==> config.mk <==
export PLATFORM = sky130hd
export DESIGN_NAME = fifo_rd_drain_flat
export DESIGN_NICKNAME = d
export VERILOG_FILES = /design/src/rtl/fifo_rd_drain_if.sv /design/src/rtl/fifo_rd_drain.sv /design/src/flat_wrapper.sv
export SDC_FILE = /design/constraint.sdc
export NUM_CORES = 1
export LEC_CHECK = 0
export CORE_UTILIZATION = 28
export CTS_BUF_LIST = sky130_fd_sc_hd__clkbuf_2
export CTS_CLUSTER_SIZE = 8
export DETAILED_ROUTE_END_ITERATION = 12
export GPL_ROUTABILITY_DRIVEN = 0
export PLACE_DENSITY = 0.57
export SLEW_MARGIN = 10
export SYNTH_ARGS = -nofsm -noshare
export SYNTH_HDL_FRONTEND = slang
export SYNTH_SLANG_ARGS = --single-unit
==> constraint.sdc <==
create_clock -name r_clk -period 2.49 [get_ports r_clk]
set_clock_uncertainty 0.2 [all_clocks]
set_input_delay 0.6225 -clock r_clk [delete_from_list [all_inputs] [get_ports r_clk]]
set_output_delay 0.6225 -clock r_clk [all_outputs]
set_load 0.03 [all_outputs]
==> src/rtl/fifo_rd_drain_if.sv <==
// Bundles the FIFO read-side signals and the TX parallel handshake.
//
// Handshake semantics:
//   FIFO side: r_inc is a one-cycle pop strobe; it is only ever raised while
//   r_empty is low, and rd_data is the word at the current read address.
//   TX side: tx_data_valid is raised on the cycle a word is presented on
//   tx_p_data and held, with tx_p_data stable, until the first rising edge
//   where tx_busy is sampled high (word accepted) or the ack timeout expires
//   (word dropped). tx_busy high means a frame is in progress.
interface fifo_rd_drain_if #(
    parameter int DATA_WIDTH = 8
);
    logic                  r_empty;
    logic [DATA_WIDTH-1:0] rd_data;
    logic                  r_inc;
    logic [DATA_WIDTH-1:0] tx_p_data;
    logic                  tx_data_valid;
    logic                  tx_busy;

    // The drain block drives the pop strobe and the TX offer.
    modport master (
        input  r_empty,
        input  rd_data,
        input  tx_busy,
        output r_inc,
        output tx_p_data,
        output tx_data_valid
    );

    // The FIFO and TX side of the connection.
    modport slave (
        output r_empty,
        output rd_data,
        output tx_busy,
        input  r_inc,
        input  tx_p_data,
        input  tx_data_valid
    );
endinterface

==> src/rtl/fifo_rd_drain.sv <==
// Read-domain drain of an async FIFO: pops one word at a time, offers it to
// the serial TX, waits for the frame to finish, then enforces an idle gap.
// A TX that never raises busy causes the word to be dropped and TO_ERR set.
module fifo_rd_drain #(
    parameter int DATA_WIDTH  = 8,
    parameter int GAP_CYCLES  = 2,
    parameter int ACK_TIMEOUT = 255,
    parameter int CNT_WIDTH   = 16
) (
    input  logic                 r_clk,
    input  logic                 r_rst,
    input  logic                 en,
    input  logic                 clr_err,
    fifo_rd_drain_if.master      bus,
    output logic [CNT_WIDTH-1:0] byte_cnt,
    output logic                 to_err,
    output logic [1:0]           dbg_state
);

    localparam logic [1:0] IDLE      = 2'd0;
    localparam logic [1:0] SEND      = 2'd1;
    localparam logic [1:0] WAIT_DONE = 2'd2;
    localparam logic [1:0] GAP       = 2'd3;

    localparam int TMO_W = (ACK_TIMEOUT <= 1) ? 1 : $clog2(ACK_TIMEOUT + 1);
    localparam int GAP_W = (GAP_CYCLES <= 1) ? 1 : $clog2(GAP_CYCLES + 1);

    // Terminal counts; GAP_CYCLES==0 never enters GAP so its value is moot there.
    localparam logic [TMO_W-1:0] TMO_LAST = TMO_W'(ACK_TIMEOUT - 1);
    localparam logic [GAP_W-1:0] GAP_LAST = GAP_W'((GAP_CYCLES == 0) ? 0 : GAP_CYCLES - 1);

    // State after a finished or dropped word: skip GAP entirely when no gap is wanted.
    localparam logic [1:0] POST_STATE = (GAP_CYCLES == 0) ? IDLE : GAP;

    logic [1:0]            state;
    logic [TMO_W-1:0]      tmo_cnt;
    logic [GAP_W-1:0]      gap_cnt;
    logic [DATA_WIDTH-1:0] tx_data_q;
    logic                  tx_valid_q;

    // Pop only from IDLE; r_empty gating makes a pop on empty impossible.
    assign bus.r_inc         = (state == IDLE) & en & ~bus.r_empty & ~r_rst;
    assign bus.tx_p_data     = tx_data_q;
    assign bus.tx_data_valid = tx_valid_q;
    assign dbg_state         = state;

    // Drain FSM with its timeout/gap counters, byte counter and sticky error.
    always_ff @(posedge r_clk) begin
        if (r_rst) begin
            state      <= IDLE;
            tmo_cnt    <= '0;
            gap_cnt    <= '0;
            tx_data_q  <= '0;
            tx_valid_q <= 1'b0;
            byte_cnt   <= '0;
            to_err     <= 1'b0;
        end else begin
            // Clear first so a timeout on the same edge overrides it.
            if (clr_err) begin
                to_err <= 1'b0;
            end

            case (state)
                IDLE: begin
                    if (en && !bus.r_empty) begin
                        tx_data_q  <= bus.rd_data;
                        tx_valid_q <= 1'b1;
                        tmo_cnt    <= '0;
                        state      <= SEND;
                    end else begin
                        tx_valid_q <= 1'b0;
                    end
                end
                SEND: begin
                    if (bus.tx_busy) begin
                        tx_valid_q <= 1'b0;
                        byte_cnt   <= byte_cnt + 1'b1;
                        state      <= WAIT_DONE;
                    end else if (tmo_cnt == TMO_LAST) begin
                        tx_valid_q <= 1'b0;
                        to_err     <= 1'b1;
                        gap_cnt    <= '0;
                        state      <= POST_STATE;
                    end else begin
                        tmo_cnt <= tmo_cnt + 1'b1;
                    end
                end
                WAIT_DONE: begin
                    if (!bus.tx_busy) begin
                        gap_cnt <= '0;
                        state   <= POST_STATE;
                    end
                end
                GAP: begin
                    gap_cnt <= gap_cnt + 1'b1;
                    if (gap_cnt == GAP_LAST) begin
                        state <= IDLE;
                    end
                end
                default: begin
                    state <= IDLE;
                end
            endcase
        end
    end

endmodule

==> src/flat_wrapper.sv <==
// flat-port wrapper written by rule: the top's interface ports become plain ports
module fifo_rd_drain_flat 
#(
    parameter int DATA_WIDTH  = 8,
    parameter int GAP_CYCLES  = 2,
    parameter int ACK_TIMEOUT = 255,
    parameter int CNT_WIDTH   = 16
)
  (r_clk, r_rst, en, clr_err, byte_cnt, to_err, dbg_state, bus_r_empty, bus_rd_data, bus_tx_busy, bus_r_inc, bus_tx_p_data, bus_tx_data_valid);
  fifo_rd_drain_if #(.DATA_WIDTH(DATA_WIDTH)) bus_i ();
  input  logic r_clk;
  input  logic r_rst;
  input  logic en;
  input  logic clr_err;
  output logic [CNT_WIDTH-1:0] byte_cnt;
  output logic to_err;
  output logic [1:0] dbg_state;
  input wire logic [$bits(bus_i.r_empty)-1:0] bus_r_empty;
  input wire logic [$bits(bus_i.rd_data)-1:0] bus_rd_data;
  input wire logic [$bits(bus_i.tx_busy)-1:0] bus_tx_busy;
  output wire logic [$bits(bus_i.r_inc)-1:0] bus_r_inc;
  output wire logic [$bits(bus_i.tx_p_data)-1:0] bus_tx_p_data;
  output wire logic [$bits(bus_i.tx_data_valid)-1:0] bus_tx_data_valid;
  assign bus_i.r_empty = bus_r_empty;
  assign bus_i.rd_data = bus_rd_data;
  assign bus_i.tx_busy = bus_tx_busy;
  assign bus_r_inc = bus_i.r_inc;
  assign bus_tx_p_data = bus_i.tx_p_data;
  assign bus_tx_data_valid = bus_i.tx_data_valid;
  fifo_rd_drain #(.DATA_WIDTH(DATA_WIDTH), .GAP_CYCLES(GAP_CYCLES), .ACK_TIMEOUT(ACK_TIMEOUT), .CNT_WIDTH(CNT_WIDTH)) u_core (.r_clk(r_clk), .r_rst(r_rst), .en(en), .clr_err(clr_err), .bus(bus_i), .byte_cnt(byte_cnt), .to_err(to_err), .dbg_state(dbg_state));
endmodule
# [Yosys cells after proc, flatten, opt, wreduce, memory -nomap -nowiden]
# Cells that the tools add are included.
[op_classes] add_sub_neg=3 eq_ne=12 muxes=22 bitwise=5 n_reduce_logical=11
[ops] cell="8-bit 2-to-1 mux" n=3
[ops] cell="16-bit by 1-bit adder with 16-bit output, second input constant" n=1
[ops] cell="2-bit 2-to-1 mux" n=8
[ops] cell="8-bit one-hot mux with 2 select lines" n=1
[ops] cell="4-bit AND reduction" n=3
[ops] cell="8-bit by 1-bit adder with 8-bit output, second input constant" n=1
[ops] cell="8-bit equality test, second input constant" n=1
[ops] cell="2-bit != test, second input constant" n=4
[ops] cell="2-bit one-hot mux with 4 select lines" n=1
[ops] cell="1-bit 2-to-1 mux" n=7
[ops] cell="2-bit one-hot mux with 3 select lines" n=1
[ops] cell="2-bit AND reduction" n=3
[ops] cell="2-bit by 1-bit equality test with 1-bit output, second input constant" n=2
[ops] cell="2-bit equality test, second input constant" n=2
[ops] cell="2-bit by 1-bit != test with 1-bit output, second input constant" n=2
[ops] cell="1-bit bitwise AND" n=3
[ops] cell="3-bit by 2-bit != test with 1-bit output, second input constant" n=1
[ops] cell="3-bit nonzero test" n=1
[ops] cell="2-bit by 1-bit adder with 2-bit output, second input constant" n=1
[ops] cell="2-bit zero test" n=1
[ops] cell="1-bit NOT" n=2
[ops] cell="1-bit one-hot mux with 2 select lines" n=1
[ops] cell="2-bit nonzero test" n=1
[ops] cell="1-bit logical AND" n=1
[ops] cell="1-bit zero test" n=1
[totals] register_bits=38 inputBits=14 out_inout_bits=29 elab_cells=60

# [Longest topological paths before layout]
[logic_depth] word_depth=4 depth_mapped=7 depth_no_buf=6

# [Least setup slack after synthesis]
# OpenSTA, ideal clock, no wires.
[synth_path] kind="reg2out" startpoint="register u_core.state[0] (netlist: u_core.dbg_state[0])" endpoint="output port bus_r_inc" t_arrival_ns=1.560 required_time_ns=1.668 slack_ns=0.107 stages_incl_launch_ff=6 n_path_buf=1 cell_sequence="dfxtp_1 -> inv_1 -> ha_1 -> nand3b_1 -> buf_2 -> nor2_1"
[synth_between] elab_chain_len=4
[synth_lines] element="start, declared" line_no="fifo_rd_drain.sv:35" text="logic [1:0] state;"
[synth_lines] element="start signal, assigned" line_no="fifo_rd_drain.sv:50" text="state <= IDLE;"
[synth_lines] element="start signal, assigned" line_no="fifo_rd_drain.sv:69" text="state <= SEND;"
[synth_lines] element="start signal, assigned" line_no="fifo_rd_drain.sv:78" text="state <= WAIT_DONE;"
[synth_lines] element="2-bit zero test" line_no="fifo_rd_drain.sv:42" text="assign bus.r_inc = (state == IDLE) & en & ~bus.r_empty & ~r_rst;"
[synth_lines] element="1-bit bitwise AND (3 in a row)" line_no="fifo_rd_drain.sv:42"
[synth_lines] element="end, declared" line_no="flat_wrapper.sv:21" text="output wire logic [$bits(bus_i.r_inc)-1:0] bus_r_inc;"
# Every way passes these cells.

# [Worst setup path in the final report]
[layout_path] startpoint="input port en" endpoint="output port bus_r_inc"
[layout_between] elab_chain_len=3
[layout_lines] element="start, declared" line_no="flat_wrapper.sv:13" text="input logic en;"
[layout_lines] element="1-bit bitwise AND (3 in a row)" line_no="fifo_rd_drain.sv:42"
# Every way passes these cells.

==> results.sh <==
export IMPL_status="finished, final reports clean"
export IMPL_ys_flop_type="dfxtp_1"
export IMPL_vias=1627
export IMPL_ys_ff_latch=38
export IMPL_finalCriticalPeriod_ns=2.39
export IMPL_post_route_period_util_pct=96.2
export IMPL_critPathMaxFanout=2
export IMPL_critPathLaunchType="primary input"
export IMPL_hpwl_um=3110
export IMPL_maxCapViolations=0
export IMPL_syn_avg_cell_area_um2=9.05
export IMPL_start_util_pct=29.0
export IMPL_grt_max_degree=23
export IMPL_cts_htree_levels=2
export IMPL_finish_utilization_pct=38.2
export IMPL_port_buffers=42
export IMPL_grt_pass1_wl_um=7490
export IMPL_timing_worst_setup_path_type="in -> out"
export IMPL_drcViolationCount=0
export IMPL_ys_warn_count=0
export IMPL_ctsHoldBuffers=0
export IMPL_yosysTopAreaCell="dfxtp_1"
export IMPL_drive_gt1_share_pct=11.0
export IMPL_multi_input_area_um2=1030
export IMPL_wl_per_cell_um=13.0
export IMPL_finalHoldViolCount=0
export IMPL_cts_tree="done"
export IMPL_firstDrtPassIters=4
export IMPL_regArea_um2=763
export IMPL_slew_viol_final=0
export IMPL_drt_iter0_drc=57
export IMPL_ir_drop_mv=0.251
export IMPL_clk_pin_slew_worst_paths_ns=0.18
export IMPL_grt_overflow_total=0
export IMPL_ctsResizeCount=0
export IMPL_synth_most_common_cell="dfxtp_1"
export IMPL_rsz0062_at_grt="false"
export IMPL_cts_setup_buffers=0
export IMPL_track_usage_pct=13.2
export IMPL_synthToLayoutAreaGrowth_pct=31.7
export IMPL_cts_max_path_buffers=2
export IMPL_finalSetupViolCount=0
export IMPL_numCtsBuffers=5
export IMPL_worstPathArrival_ns=1.57
export IMPL_clkLatencyLatePin_ns=0.38
export IMPL_syn_nets=227
export IMPL_slew_headroom_pct=69.7
export IMPL_grt_pass1_vias=1573
export IMPL_rows=29
export IMPL_die_w_um=83.4
export IMPL_vias_per_cell=4.90
export IMPL_holdCritPathClass="reg -> reg"
export IMPL_max_freq_mhz=418
export IMPL_design_core_area_um2=6390
export IMPL_syn_inst=205
export IMPL_power_mw=1.50
export IMPL_ant_nets=0
export IMPL_p_leak_nw=0.957
export IMPL_synth_common_cells="38 x dfxtp_1, 26 x nor2_1"
export IMPL_ys_types=43
export IMPL_die_h_um=83.4
export IMPL_totalWireLength_um=4310
export IMPL_yosysSeqAreaShare_pct=41.0
export IMPL_ios=43
export IMPL_cts_root_buf="clkbuf_2"
export IMPL_endpoint_kind="output pin"
export IMPL_synthTopCellsByArea="dfxtp_1 41%, ha_1 5.4%, mux2i_1 5.4%"
export IMPL_power_density_nw_per_um2=615
export IMPL_synth_edf_count=0
export IMPL_antenna_found_initial=0
export IMPL_die_area_um2=6950
export IMPL_n_antenna_cell=0
export IMPL_required_ns=1.67
export IMPL_async_flop_share_pct=0
export IMPL_fillers=657
export IMPL_nNetsFinal=278
export IMPL_cts_num_sinks=38
export IMPL_tightestPinTransition_ns=0.455
export IMPL_yosysTopAreaCellShare_pct=41.0
export IMPL_syn_area_um2=1850
[worst max-delay path, cell delays in order]
cell	delay, ns
clkdlybuf4s50_1	0.48
nand3b_1	0.12
nor2_2	0.16
buf_4	0.18
[sequential cells by signal, summed over array words and instances (netlist names)]
name and count:
u_core.gap_cnt 2, u_core.byte_cnt 16, u_core.to_err 1, u_core.dbg_state 2
u_core.bus.tx_p_data 8, u_core.bus.tx_data_valid 1, u_core.tmo_cnt 8
[cell families (layout without fill, tap and decap cells)]
family | count (synthesis) | in the layout | share of synthesized area, %
AO/OA/AOI/OAI | 39 | 39 | 16.0
flip-flops | 38 | 38 | 41.0
AND/OR/NAND/NOR | 82 | 82 | 23.1
buffers and inverters | 16 | 66 | 3.37
adder cells (fa/ha/maj) | 8 | 8 | 5.40
multiplexers | 10 | 10 | 5.40
XOR/XNOR | 12 | 12 | 5.67
[report_power, final]
group	internal, mW	switching [mW]
registers	0.651	0.0400
logic	0.236	0.324
clock network	0.0559	0.194
[placed cells by master (no fill, tap or decap), types with 2 or more instances in the layout]
cell type	count
dlymetal6s2s_1	2
buf_4	9
xnor2_1	7
xor2_1	5
dfxtp_2	2
nand3_1	10
nor2b_1	3
nand4_1	8
dfxtp_1	36
clkbuf_2	5
inv_1	10
and3_1	2
nor2_1	25
mux2i_1	10
nor3_2	2
ha_1	8
a21o_1	3
or2_2	2
and2_1	2
a21oi_1	8
o21ai_0	4
o21a_1	2
nor3_1	3
nor4_1	3
nand2_2	2
o31ai_1	4
nand2b_1	2
clkdlybuf4s50_1	39
o311ai_1	5
and4_1	3
nand2_1	10
o211ai_1	4
[area by class of cell]
cell class / count / area share [%]
Multi-Input combinational cell: 151 / 42.3
Inverter: 10 / 1.54
Tap cell: 77 / 3.94
Clock inverter: 1 / 0.154
Timing Repair Buffer: 50 / 19.8
Sequential cell: 38 / 31.3
Clock buffer: 5 / 1.02
[through the flow]
step	instances	setup slack (ns)	hold slack, ns	setup TNS, ns	cell area (um2)
floorplan	205	0.107	0.240	0	1850
global placement	326	0.0262	0.271	0	2400
detailed placement	326	-0.0367	0.263	-0.0367	2400
CTS	332	0.00364	0.295	0	2430
global route	332	0.0112	0.320	0	2440
finish	332	0.0952	0.300	0	2440
[worst paths after layout]
check | startpoint | to | slack (ns) | cells past startpoint
setup / recovery | en | bus_r_inc | 0.1 | 4
hold / removal | u_core.tmo_cnt[6] | u_core.tmo_cnt[6] | 0.30 | 1
setup reg to reg | u_core.dbg_state[1] | u_core.tmo_cnt[7] | 0.30 | 6
hold reg to reg | u_core.tmo_cnt[6] | u_core.tmo_cnt[6] | 0.30 | 1
[routing by layer]
layer / part of all wire (%) / wire length [um] / global-route usage, %
met1: 48 / 2060 / 16.7
met2: 48 / 2060 / 22.4
met3: 3.5 / 151 / 3.08
met4: 0.86 / 37 / 3.76
met5: 0 / 0 / 0
(Power assumes the default switching activity.)
